### config.mk
export PLATFORM = sky130hd
export DESIGN_NAME = mult_arbiter_flat
export DESIGN_NICKNAME = d
export VERILOG_FILES = /design/src/rtl/mult_arb_pkg.sv /design/src/rtl/mult_arbiter_if.sv /design/src/rtl/shift_add_core.sv /design/src/rtl/mult_arbiter.sv /design/src/flat_wrapper.sv
export SDC_FILE = /design/constraint.sdc
export NUM_CORES = 1
export LEC_CHECK = 0
export BUFFER_PORTS_ARGS = -buffer_cell sky130_fd_sc_hd__buf_2
export CORE_MARGIN = 1.5
export CORE_UTILIZATION = 55
export DETAILED_ROUTE_END_ITERATION = 7
export PLACE_DENSITY = 0.81
export SYNTH_ARGS = -nofsm -noshare
export SYNTH_HDL_FRONTEND = slang
export SYNTH_SLANG_ARGS = --single-unit
export TNS_END_PERCENT = 1
### constraint.sdc
create_clock -name clk -period 6.95 [get_ports clk]
set_input_delay 0.3475 -clock clk [delete_from_list [all_inputs] [get_ports clk]]
set_output_delay 0.3475 -clock clk [all_outputs]
set_load 0.02 [all_outputs]
### src/rtl/mult_arb_pkg.sv
// Shared types and helpers for the round-robin multiplier arbiter.
package mult_arb_pkg;

  localparam int DEF_W = 12;
  localparam int DEF_N = 4;

  typedef enum logic [1:0] {
    ST_IDLE = 2'd0,
    ST_RUN  = 2'd1,
    ST_DONE = 2'd2
  } state_t;

  // Requester ID reached by stepping 'offset' places past 'base', wrapping at n.
  function automatic int rr_index(input int base, input int offset, input int n);
    return (base + offset) % n;
  endfunction

endpackage

### src/rtl/mult_arbiter_if.sv
// Request/result bundle between the requesters and the shared multiplier arbiter.
import mult_arb_pkg::*;

interface mult_arbiter_if #(
  parameter int W = DEF_W,
  parameter int N = DEF_N
);
  localparam int IDW = $clog2(N);

  logic [N-1:0]     req_i;
  logic [N*W-1:0]   a_i;
  logic [N*W-1:0]   b_i;
  logic [N-1:0]     ack_o;
  logic             busy_o;
  logic [2*W-1:0]   res_o;
  logic             res_valid_o;
  logic [IDW-1:0]   res_id_o;

  modport master (
    output req_i, a_i, b_i,
    input  ack_o, busy_o, res_o, res_valid_o, res_id_o
  );

  modport slave (
    input  req_i, a_i, b_i,
    output ack_o, busy_o, res_o, res_valid_o, res_id_o
  );
endinterface

### src/rtl/shift_add_core.sv
// Unsigned W-cycle LSB-first shift-add multiplier. The multiplier register
// doubles as the low half of the product: each step shifts the accumulator's
// LSB into its top while consuming its own LSB as the add-enable.
module shift_add_core
  import mult_arb_pkg::*;
#(
  parameter int W = DEF_W
) (
  input  logic           clk,
  input  logic           rst_n,
  input  logic           start,
  input  logic [W-1:0]   a,
  input  logic [W-1:0]   b,
  output logic [2*W-1:0] product,
  output logic           done
);
  localparam int CW = $clog2(W + 1);

  logic          running;
  logic [CW-1:0] step;
  logic [W-1:0]  mcand;
  logic [W-1:0]  mplier;
  logic [W:0]    acc;
  logic [W:0]    sum;

  // Partial sum keeps the carry so the largest operands stay exact.
  always_comb begin
    sum = acc + {1'b0, (mplier[0] ? mcand : {W{1'b0}})};
  end

  // Load on start when idle, then one shift-add step per cycle for W cycles.
  always_ff @(posedge clk) begin
    if (!rst_n) begin
      running <= 1'b0;
      step    <= '0;
      mcand   <= '0;
      mplier  <= '0;
      acc     <= '0;
    end else if (!running) begin
      if (start) begin
        mcand   <= a;
        mplier  <= b;
        acc     <= '0;
        step    <= '0;
        running <= 1'b1;
      end
    end else begin
      acc    <= {1'b0, sum[W:1]};
      mplier <= {sum[0], mplier[W-1:1]};
      step   <= step + 1'b1;
      if (step == CW'(W - 1)) begin
        running <= 1'b0;
      end
    end
  end

  // High during the final step: product is complete from the next cycle on.
  assign done    = running && (step == CW'(W - 1));
  assign product = {acc[W-1:0], mplier};

endmodule

### src/rtl/mult_arbiter.sv
// Round-robin scheduler sharing one shift-add multiplier among N requesters.
// The pointer holds the last served ID; the search starts one past it.
module mult_arbiter
  import mult_arb_pkg::*;
#(
  parameter int W = DEF_W,
  parameter int N = DEF_N
) (
  input logic           clk,
  input logic           rst_n,
  mult_arbiter_if.slave bus
);
  localparam int IDW = $clog2(N);

  state_t           state;
  logic [IDW-1:0]   ptr;
  logic [IDW-1:0]   id;
  logic [IDW-1:0]   winner;
  logic             found;

  logic [N-1:0]     ack;
  logic             busy;
  logic [2*W-1:0]   res;
  logic             res_valid;
  logic [IDW-1:0]   res_id;

  logic [W-1:0]     core_a;
  logic [W-1:0]     core_b;
  logic             core_start;
  logic             core_done;
  logic [2*W-1:0]   core_product;

  // Pick the first active request after the pointer, wrapping around.
  always_comb begin
    found  = 1'b0;
    winner = '0;
    for (int i = 1; i <= N; i++) begin
      if (!found && bus.req_i[rr_index(int'(ptr), i, N)]) begin
        found  = 1'b1;
        winner = IDW'(rr_index(int'(ptr), i, N));
      end
    end
  end

  assign core_a     = bus.a_i[winner*W +: W];
  assign core_b     = bus.b_i[winner*W +: W];
  assign core_start = (state == ST_IDLE) && found;

  shift_add_core #(.W(W)) u_core (
    .clk     (clk),
    .rst_n   (rst_n),
    .start   (core_start),
    .a       (core_a),
    .b       (core_b),
    .product (core_product),
    .done    (core_done)
  );

  // Sequence grant, multiply and result publication; pulses default low.
  always_ff @(posedge clk) begin
    if (!rst_n) begin
      state     <= ST_IDLE;
      ptr       <= IDW'(N - 1);
      id        <= '0;
      ack       <= '0;
      busy      <= 1'b0;
      res       <= '0;
      res_valid <= 1'b0;
      res_id    <= '0;
    end else begin
      ack       <= '0;
      res_valid <= 1'b0;
      case (state)
        ST_IDLE: begin
          if (found) begin
            ack   <= {{(N-1){1'b0}}, 1'b1} << winner;
            id    <= winner;
            busy  <= 1'b1;
            state <= ST_RUN;
          end
        end
        ST_RUN: begin
          if (core_done) begin
            state <= ST_DONE;
          end
        end
        ST_DONE: begin
          res       <= core_product;
          res_id    <= id;
          res_valid <= 1'b1;
          ptr       <= id;
          busy      <= 1'b0;
          state     <= ST_IDLE;
        end
        default: begin
          busy  <= 1'b0;
          state <= ST_IDLE;
        end
      endcase
    end
  end

  assign bus.ack_o       = ack;
  assign bus.busy_o      = busy;
  assign bus.res_o       = res;
  assign bus.res_valid_o = res_valid;
  assign bus.res_id_o    = res_id;

endmodule

### src/flat_wrapper.sv
// flat-port wrapper written by rule: the top's interface ports become plain ports
module mult_arbiter_flat import mult_arb_pkg::*;
#(
  parameter int W = DEF_W,
  parameter int N = DEF_N
)
  (clk, rst_n, bus_req_i, bus_a_i, bus_b_i, bus_ack_o, bus_busy_o, bus_res_o, bus_res_valid_o, bus_res_id_o);
  mult_arbiter_if #(.W(W), .N(N)) bus_i ();
  input logic clk;
  input logic rst_n;
  input wire logic [$bits(bus_i.req_i)-1:0] bus_req_i;
  input wire logic [$bits(bus_i.a_i)-1:0] bus_a_i;
  input wire logic [$bits(bus_i.b_i)-1:0] bus_b_i;
  output wire logic [$bits(bus_i.ack_o)-1:0] bus_ack_o;
  output wire logic [$bits(bus_i.busy_o)-1:0] bus_busy_o;
  output wire logic [$bits(bus_i.res_o)-1:0] bus_res_o;
  output wire logic [$bits(bus_i.res_valid_o)-1:0] bus_res_valid_o;
  output wire logic [$bits(bus_i.res_id_o)-1:0] bus_res_id_o;
  assign bus_i.req_i = bus_req_i;
  assign bus_i.a_i = bus_a_i;
  assign bus_i.b_i = bus_b_i;
  assign bus_ack_o = bus_i.ack_o;
  assign bus_busy_o = bus_i.busy_o;
  assign bus_res_o = bus_i.res_o;
  assign bus_res_valid_o = bus_i.res_valid_o;
  assign bus_res_id_o = bus_i.res_id_o;
  mult_arbiter #(.W(W), .N(N)) u_core (.clk(clk), .rst_n(rst_n), .bus(bus_i));
endmodule
# == Word-level counts from Yosys, hierarchy flattened ==
# Cells that the tools add are included.
# W data, S select, Z words.
# word_totals
register_bits,79
latch_bits,0
mem_bits_rw,0
rom_bits,0
inputBits,102
output_inout_bits,32
wordCells,93
mem_count,0
# classes
addsub,6
n_mul,1
n_div,0
order_cmp,4
eq_ne,5
shifts,3
mux,36
bitwise_logic,6
reduce_logical,19
# ops
operator,n
$shiftx A48 B7 Y12,2
$mux W12,5
$mux W1,17
$lt A3 B4 Y1 const B,4
$add A12 B12 Y13,1
$mux W2,6
$bmux W1 S2,4
$mux W4,2
$reduce_and A2 Y1,4
$reduce_or A2 Y1,4
$logic_and A1 B1 Y1,5
$add A2 B1 Y2 const B,2
$add A2 B2 Y2 const B,2
$add A4 B1 Y4 const B,1
$and A1 B1 Y1 const A,4
$eq A4 B4 Y1 const B,1
$mul A2 B2 Y4 const B,1
$ne A2 B1 Y1 const B,2
$pmux W2 S2,1
$shl A1 B2 Y4 const A,1
$logic_not A1 Y1,3
$reduce_and A3 Y1,1
$eq A2 B1 Y1 const B,1
$eq A2 B2 Y1 const B,1
4 further kinds,5

# == Logic depth before layout (Yosys ltp) ==
# Gate-level depths: netlist (run 1).
# logic_depth
ltp_word,20
ltp_mapped,10

# == By module ==
# Synthesis (run 1) repeated with hierarchy kept, for this count alone.
# hier_totals
hier_cells,525
area_unflattened_um2,4483.0
# modules_own_cells
mod,instances,cells_each,area_per_inst_um2,seq_area_each_um2
shift_add_core,1,279,2293.4,820.8
mult_arbiter,1,246,2189.6,760.7

# == Worst setup path after synthesis (run 1) ==
# No wires, ideal clock.
# synth_timing
path_kind,reg2reg
from,register u_core.u_core.mplier[0]
to,register u_core.u_core.acc[11]
arrival_time_ps,2181
required_time_ps,6864
path_slack_ps,4684
stages_incl_launch_ff,11
path_buffers,1
period_less_slack_ps,2266
cell_sequence,dfxtp_1 > clkbuf_1 > and2_1 > ha_1 > inv_1 > fa_1 > nand3b_1 > a211oi_1 > o31a_1 > a2111oi_0 > a211oi_1
# synth_via
elab_chain_len,3
# synth_lines
element,line,text
"start, declared",shift_add_core.sv:22,logic [W-1:0] mplier;
"start signal, assigned",shift_add_core.sv:49,"mplier <= {sum[0], mplier[W-1:1]};"
$mux W12,shift_add_core.sv:28,"sum = acc + {1'b0, (mplier[0] ? mcand : {W{1'b0}})};"
$add A12 B12 Y13,shift_add_core.sv:28,
$mux W12,shift_add_core.sv:39,end else if (!running) begin
"end signal, assigned",shift_add_core.sv:48,"acc <= {1'b0, sum[W:1]};"
"end, declared",shift_add_core.sv:23,logic [W:0] acc;
# No other way between the ends.
# A chain may end at the register's enable or synchronous reset.

# == Worst setup path in the final report (run 1) ==
# Same ends and word-level chain as after synthesis.

==> results.tsv, run 1 <==
metric	value	unit
kind of critical path	flip-flop to flip-flop	
fin. max-slew vios	0	
Die Height	90.8	um
crit end category	flip-flop	
clock skew	0.0128	ns
Synth top cells by count	nand2_1, dfxtp_1, mux2i_1	
NumNets Final	731	
P_leak	2.18	nW
Mapped Cells	501	
register area	1580	um^2
Placed Area	4890	um^2
DR pass1 iterations	5	
P_sw	0.271	mW
startpoint types	flip-flop	
clock sink total	79	
CP arrival	2.78	ns
via count	4087	
slack of the critical path	4.45	ns
Routed Wire Length	10800	um
All-Layer GR Usage	26.4	%
crit-path max FO	14	
Synth area leader	dfxtp_1	
GRT overflow	0	
Clock Latency Late Sink	0.36	ns
mapped cell area	4240	um^2
clock power share	33.6	%
GP Congestion	0.902	
Routed Antenna Nets	0	
Yosys reg bits	79	
Setup Buffers After CTS	0	
CTS tree	done	
top cell type's share of synthesized area	37.3	%
area taken by multi-input logic gates	2440	um^2
Clock Path Buffers	2	
upper clock frequency limit	0.400	GHz
Top FF cell, synth	dfxtp_1	
CTS resizes	0	
CTS H-tree lvls	3	
maximum vdd drop	0.0960	mV
YS warnings	0	
Final Cell Area	5070	um^2
Period minus WS final	2.50	ns
DIE AREA	8240	um^2
I/O pin cnt	134	
final cycle utilization of the critical path	36.0	%
Avg Inst Size Synth	8.46	um^2
Mapped Nets	617	
Worst-path clk slew	0.08	ns
Antenna diodes	0	
hold crit path type	input pin to flip-flop	
initial antenna violation count	0	
vias in the first global route	3740	
post-synthesis sequential area ratio	37.3	%
max-cap violations	0	
P per Cell Area	185	nW/um^2
# fillers	629	
CTS Hold Buffers Added	0	
most frequent cell after synthesis	nand2_1	
Comb power frac	14.2	%
dominant cells by area after synthesis	dfxtp_1, nand2_1, mux2i_1	
vias per inst	5.68	
largest net degree at the start of global routing	32	
first-pass GRT wire length	17700	um
number of synthesized flops with an enable pin	0	
Place WS	4.42	ns
Final Hold Viols	0	
Worst slew margin	26.9	%
port bufs	133	
Worst Max-Slew Pin Slew	1.10	ns
RSZ-0062 raised after global routing	no	
post-synth cell types	52	
WHS	0.300	ns
outcome	finished, final reports clean	
clk root buf	clkbuf_8	
Area growth syn-to-layout	19.7	%
Final setup violation count	0	
Tot Pwr	0.936	mW
Switching Fraction	28.9	%
Post-synth ARST share	0	%
Internal Power	0.666	mW
drt drc	0	
sequential group share of total power	52.2	%
Starting DRT DRC Count	236	
dpl hpwl	7940	um
WL per Instance	15.0	um
critical path required time	7.23	ns
die width	90.8	um
total core area	7370	um^2
share of cells above drive strength 1	27.4	%
Inserted Clock Buffers	9	
FP Rows	31	
Setup TNS	0	ns
Starting Density	57.5	%
==> kinds of logic after synthesis <==
| family | share of synthesized area, % |
|---|---|
| xor gates and xnor gates | 1.24 |
| DFF | 37.3 |
| muxes | 9.24 |
| and+or+nand+nor | 22.3 |
| AOI/OAI and AO/OA | 20.4 |
| adders and majority gates | 4.31 |
| buffers and inverters | 5.17 |
==> layout by cell type (no fill, tap or decap), types with 2 or more instances in the layout <==
| cell | netlist | layout |
|---|---|---|
| nor4_1 | 15 | 15 |
| clkbuf_8 | 0 | 9 |
| o221ai_2 | 10 | 10 |
| mux2i_1 | 38 | 38 |
| o21bai_1 | 2 | 2 |
| a211oi_1 | 5 | 5 |
| and4b_1 | 2 | 2 |
| nand4_1 | 4 | 4 |
| nor2b_1 | 5 | 5 |
| a211o_1 | 13 | 13 |
| nand2b_1 | 2 | 2 |
| a41oi_1 | 2 | 2 |
| inv_1 | 6 | 6 |
| a21oi_1 | 37 | 37 |
| o211ai_1 | 3 | 3 |
| a21o_1 | 4 | 4 |
| dfxtp_1 | 79 | 79 |
| clkinvlp_4 | 0 | 3 |
| a21boi_0 | 2 | 2 |
| buf_2 | 7 | 133 |
| buf_4 | 5 | 7 |
| o21ai_0 | 10 | 10 |
| nand2_1 | 102 | 102 |
| o221ai_1 | 14 | 14 |
| nor2_1 | 36 | 35 |
| xor2_1 | 5 | 5 |
| a2111oi_0 | 2 | 2 |
| nand3b_1 | 4 | 4 |
| ha_1 | 13 | 13 |
| or3_1 | 3 | 3 |
| clkinv_4 | 0 | 3 |
| nor3_1 | 6 | 6 |
| nand3_1 | 8 | 8 |
| nor3b_1 | 3 | 3 |
| and2_1 | 12 | 12 |
==> metrics by stage <==
step / std cells / utilization (%)
finish: 719 / 68.8
global route: 719 / 68.8
CTS: 719 / 68.8
detailed placement: 703 / 66.4
global placement: 703 / 66.4
floorplan: 501 / -
==> state kept, by name (all words and copies together) (netlist names), 4 cells and up <==
signal                count
u_core.bus.ack_o          4
u_core.bus.res_o         24
u_core.u_core.acc        12
u_core.u_core.mcand      12
u_core.u_core.mplier     12
u_core.u_core.step        4
==> power groups by stage <==
stage	clock [mW]	sequential, mW	combinational (mW)
after global placement	0	0.498	0.129
after floorplan	0	0.491	0.0912
final	0.314	0.489	0.133
after detailed placement	0	0.499	0.132
after CTS	0.315	0.488	0.133
after global routing	0.338	0.491	0.147
==> worst max-delay path: stages (launching register included) <==
cell       delay (ns)
dfxtp_1          0.55
and2_1           0.18
ha_1             0.18
inv_1            0.06
fa_1             0.41
nand3b_1         0.20
a211oi_1         0.34
o31a_1           0.22
a2111oi_0        0.07
a211oi_1         0.21
==> final timing paths <==
kind | start | endpoint | slack, ns | cells after the start
worst max-delay path | u_core.u_core.mplier[0] | u_core.u_core.acc[11] | 4.45 | 9
worst min-delay path | bus_a_i[44] | u_core.u_core.mcand[8] | 0.30 | 3
worst max register to register | u_core.u_core.mplier[0] | u_core.u_core.acc[11] | 4.45 | 9
worst min register to register | u_core.bus.res_o[20] | u_core.bus.res_o[20] | 0.45 | 2
==> routing by layer <==
layer	vias up	global-route usage, %	share of wire [%]
met5	-	0	0
met1	1859	37.2	46
met3	13	3.62	7.3
met4	0	8.33	1.1
li1	2042	-	-
met2	173	41.8	45
==> layout make-up <==
| cell class | instances | area share (%) |
|---|---|---|
| tap | 99 | 2.44 |
| timing repair buffer | 140 | 14.2 |
| inverter | 6 | 0.444 |
| sequential | 79 | 31.2 |
| clock buffer | 9 | 2.44 |
| multi-input combinational | 379 | 48.2 |
| clock inverter | 7 | 1.13 |
Power figures use the tool's default switching activity.
==> run 2: changes to the inputs <==
--- a/config.mk
+++ b/config.mk
@@ -7,9 +7,9 @@
 export LEC_CHECK = 0
 export BUFFER_PORTS_ARGS = -buffer_cell sky130_fd_sc_hd__buf_2
 export CORE_MARGIN = 1.5
-export CORE_UTILIZATION = 55
+export CORE_UTILIZATION = 46
 export DETAILED_ROUTE_END_ITERATION = 7
-export PLACE_DENSITY = 0.81
+export PLACE_DENSITY = 0.72
 export SYNTH_ARGS = -nofsm -noshare
 export SYNTH_HDL_FRONTEND = slang
 export SYNTH_SLANG_ARGS = --single-unit
==> constraint.sdc (replaced) <==
create_clock -name clk -period 2.2 [get_ports clk]
set_input_delay 0.11 -clock clk [delete_from_list [all_inputs] [get_ports clk]]
set_output_delay 0.11 -clock clk [all_outputs]
set_load 0.02 [all_outputs]
==> results.tsv, run 2 (synthesis results as in run 1) <==
metric	value	unit
Inserted Clock Buffers	9	
RSZ-0062 raised after global routing	yes	
commonest non-fill, non-tap cell in the layout	buf_2	
CTS tree	done	
worst setup path startpoint	u_core.u_core.mplier[0]	
slack of the critical path	0.0559	ns
first-pass GRT wire length	19100	um
worst reg2reg path endpoint	u_core.u_core.acc[11]	
total core area	8810	um^2
FP Rows	34	
commonest non-fill, non-tap cells in the layout	buf_2, nand2_1, dfxtp_1	
vias in the first global route	4019	
Worst-path clk slew	0.09	ns
Worst slew margin	44.2	%
Clock Latency Late Sink	0.37	ns
Die Height	99.0	um
upper clock frequency limit	0.466	GHz
Routed Antenna Nets	0	
Antenna diodes	0	
Starting DRT DRC Count	161	
Starting Density	48.1	%
P_sw	0.870	mW
Area growth syn-to-layout	26.7	%
Final setup violation count	0	
Period minus WS final	2.14	ns
hold crit path type	input pin to flip-flop	
drt drc	4	
kind of critical path	flip-flop to flip-flop	
crit end category	flip-flop	
max-cap violations	0	
P per Cell Area	580	nW/um^2
min-delay src	bus_b_i[1]	
maximum vdd drop	0.316	mV
clock power share	35.8	%
vias per inst	5.58	
r2r setup slk	0.06	ns
dpl hpwl	8670	um
number of cells on the worst reg-to-reg path	9	
Hold Path Stages	3	
clock sink total	79	
Place WS	-0.110	ns
clock skew	0.0117	ns
CTS Hold Buffers Added	0	
Comb power frac	14.9	%
crit-path max FO	7	
share of cells above drive strength 1	31.8	%
Internal Power	2.24	mW
CP arrival	2.42	ns
critical path required time	2.47	ns
Clock Path Buffers	2	
CTS H-tree lvls	3	
GRT overflow	0	
Placed Area	5090	um^2
Worst Max-Slew Pin Slew	0.837	ns
startpoint types	flip-flop	
DIE AREA	9800	um^2
WL per Instance	15.4	um
via count	4198	
WHS	0.0551	ns
outcome	finished with violations	
Hold EP	u_core.u_core.mplier[1]	
# fillers	809	
GP Congestion	0.830	
largest net degree at the start of global routing	32	
I/O pin cnt	134	
NumNets Final	755	
Routed Wire Length	11500	um
die width	99.0	um
violated checks	DRC	
clk root buf	clkbuf_8	
Final Hold Viols	0	
port bufs	133	
max reg flops	24	
DR pass1 iterations	7	
Switching Fraction	27.9	%
final cycle utilization of the critical path	97.5	%
r2r startpoint	u_core.u_core.mplier[0]	
Final Cell Area	5370	um^2
All-Layer GR Usage	24.0	%
sequential group share of total power	49.3	%
fin. max-slew vios	0	
initial antenna violation count	0	
P_leak	2.32	nW
## run 2: cell count changes in the layout (fill, tap and decap cells not counted), sizes merged
| cell | delta |
|---|---|
| buf | +24 |
| bufinv | +1 |
| clkinv | -2 |
| inv | +1 |
## run 2: how the worst max path moves through the flow
stage / endpoint / slack (ns) / cells past startpoint
3_3_place_gp: u_core.u_core.acc[11] / -0.03 / 9
3_5_place_dp: u_core.u_core.acc[11] / -0.11 / 9
6_report: u_core.u_core.acc[11] / 0.06 / 9
4_1_cts: u_core.u_core.acc[11] / 0.01 / 8
2_1_floorplan: u_core.u_core.acc[11] / 0.003 / 10
5_1_grt: u_core.u_core.acc[7] / -0.03 / 9
## run 2: what timing repair did
item | in CTS | in global routing
buffers inserted | 0 | 2
endpoints found under the setup margin | 1 | 5
gates resized for setup | 5 | 11
pin swaps | 0 | 5
gates cloned | 0 | 0
## run 2: final cells by class
class	count	area [um^2]	share of cell area (%)
inverter	6	22.5	0.419
timing repair buffer	164	923	17.2
clock buffer	9	124	2.31
sequential	79	1590	29.5
tap	108	135	2.52
clock inverter	7	78.8	1.47
multi-input combinational	379	2500	46.6
## run 2: stage by stage
step                power (mW)  instances  TNS [ns]  utilization (%)
floorplan                 1.84        501         0                -
global placement          2.02        734   -0.0328             57.8
detailed placement        2.03        734    -0.110             57.8
CTS                       3.13        750         0             60.3
global route              3.25        752   -0.0469             61.0
finish                    3.11        752         0             61.0
## run 2: power by group through the flow
| stage | Clock (mW) | Combinational, mW | Sequential [mW] |
|---|---|---|---|
| after floorplan | 0 | 0.289 | 1.55 |
| after global placement | 0 | 0.449 | 1.57 |
| after detailed placement | 0 | 0.460 | 1.57 |
| after CTS | 1.13 | 0.462 | 1.53 |
| after global routing | 1.19 | 0.513 | 1.54 |
| final | 1.11 | 0.465 | 1.54 |
## run 2: critical path, cell delays in order, from the launching register on
cell	delay, ns
dfxtp_4	0.38
and2_4	0.15
ha_4	0.12
inv_1	0.05
fa_2	0.38
nand3b_1	0.23
a211oi_2	0.31
o31a_1	0.21
a2111oi_2	0.06
a211oi_1	0.18
## run 2: per-layer routing
layer	wire length, um	track usage (%)
met4	167	9.12
met5	0	0
met3	737	3.26
met2	5310	38.7
met1	5330	32.8
==> run 3: changes to the inputs <==
--- a/config.mk
+++ b/config.mk
@@ -6,10 +6,13 @@
 export NUM_CORES = 1
 export LEC_CHECK = 0
 export BUFFER_PORTS_ARGS = -buffer_cell sky130_fd_sc_hd__buf_2
+export CAP_MARGIN = 10
+export CELL_PAD_IN_SITES_DETAIL_PLACEMENT = 0
+export CELL_PAD_IN_SITES_GLOBAL_PLACEMENT = 1
 export CORE_MARGIN = 1.5
-export CORE_UTILIZATION = 46
+export CORE_UTILIZATION = 34
 export DETAILED_ROUTE_END_ITERATION = 7
-export PLACE_DENSITY = 0.72
+export PLACE_DENSITY = 0.73
 export SYNTH_ARGS = -nofsm -noshare
 export SYNTH_HDL_FRONTEND = slang
 export SYNTH_SLANG_ARGS = --single-unit
==> results.tsv, run 3 (synthesis results as in run 1) <==
metric	value	unit
Antenna diodes	0	
first-pass GRT wire length	19600	um
Worst Max-Slew Pin Slew	0.673	ns
Starting DRT DRC Count	211	
kind of critical path	flip-flop to flip-flop	
clock sink total	79	
met2 usage	29.0	%
die width	115	um
met1 global-route usage	26.9	%
Tot Pwr	3.68	mW
total core area	12100	um^2
P_leak	2.42	nW
grt peak-use layer	met2	
slack of the critical path	0.139	ns
largest net degree at the start of global routing	31	
Routed Wire Length	12300	um
final core occ	46.6	%
critical path required time	2.45	ns
startpoint types	flip-flop	
port bufs	133	
CTS H-tree lvls	3	
FP Rows	40	
clk root buf	clkbuf_16	
WHS	0.0732	ns
met3 Use GR	3.71	%
Finished Layout Cells	817	
GP Congestion	0.869	
All-Layer GR Usage	19.2	%
max reg flops	24	
hold crit path type	input pin to flip-flop	
P per Cell Area	654	nW/um^2
share of cells above drive strength 1	32.2	%
NumNets Final	760	
I/O pin cnt	134	
Worst-path clk slew	0.06	ns
max-cap violations	0	
Worst slew margin	55.1	%
vias in the first global route	3942	
commonest non-fill, non-tap cell in the layout	buf_2	
GRT overflow	0	
Die Height	115	um
DIE AREA	13100	um^2
DR pass1 iterations	4	
initial antenna violation count	0	
Setup Buffers After CTS	0	
crit end category	flip-flop	
drt drc	0	
commonest non-fill, non-tap cells in the layout	buf_2, nand2_1, dfxtp_1	
Clock Path Buffers	2	
Final setup violation count	0	
crit-path max FO	5	
upper clock frequency limit	0.485	GHz
Final Hold Viols	0	
dpl hpwl	9320	um
Area growth syn-to-layout	32.7	%
maximum vdd drop	0.345	mV
fin. max-slew vios	0	
Period minus WS final	2.06	ns
via count	4141	
vias per inst	5.07	
outcome	finished, final reports clean	
CTS tree	done	
final cycle utilization of the critical path	93.7	%
Place WS	-0.0764	ns
Routed Antenna Nets	0	
Inserted Clock Buffers	9	
clock skew	0.00786	ns
RSZ-0062 raised after global routing	yes	
CP arrival	2.31	ns
Clock Latency Late Sink	0.34	ns
Cells after DPL	801	
WL per Instance	15.0	um
Starting Density	35.1	%
[run 3: critical path, stage by stage (launching register included)]
cell and delay [ns]:
dfxtp_2 0.35, and2_1 0.13, ha_1 0.15, inv_1 0.06
fa_2 0.36, nand3b_1 0.21, a211oi_2 0.30, o31a_1 0.20
a2111oi_2 0.05, a211oi_1 0.17
[run 3: where the power goes]
part           total, mW  internal (mW)  switching, mW
Clock               1.66           1.03          0.629
Sequential          1.54           1.49         0.0526
Combinational      0.474          0.231          0.243
[run 3: worst paths after layout]
kind	slack, ns	start	to	depth (start not counted)
worst max-delay path	0.14	u_core.u_core.mplier[0]	u_core.u_core.acc[11]	9
worst min-delay path	0.07	bus_a_i[23]	u_core.u_core.mcand[11]	3
worst max register to register	0.14	u_core.u_core.mplier[0]	u_core.u_core.acc[11]	9
worst min register to register	0.45	u_core.bus.res_o[20]	u_core.bus.res_o[20]	2
[run 3: area by class of cell]
| type | instances | area [um^2] |
|---|---|---|
| fill | 1209 | 6440 |
| multi-input combinational | 379 | 2490 |
| sequential | 79 | 1580 |
| timing repair buffer | 169 | 986 |
| clock buffer | 10 | 239 |
| tap | 168 | 210 |
| clock inverter | 6 | 92.6 |
| inverter | 6 | 22.5 |
[run 3: layer usage]
layer  wire, um  up-vias
met5          0        -
met4        152        0
met3        760       10
met2       5590      115
met1       5750     1918
li1           -     2098
[run 3: what timing repair did]
| action | 4_1_cts | 5_1_grt |
|---|---|---|
| hold endpoints to repair | 0 | 0 |
| pin swaps | 0 | 4 |
| hold buffers | 0 | 0 |
| resized for setup | 5 | 8 |
| endpoints found under the setup margin | 3 | 6 |
[run 3: metrics by stage]
step | area, um^2 | TNS [ns]
floorplan | 4240 | 0
global placement | 5250 | -0.0498
detailed placement | 5250 | -0.123
CTS | 5590 | -0.0107
global route | 5620 | -0.0249
finish | 5620 | 0
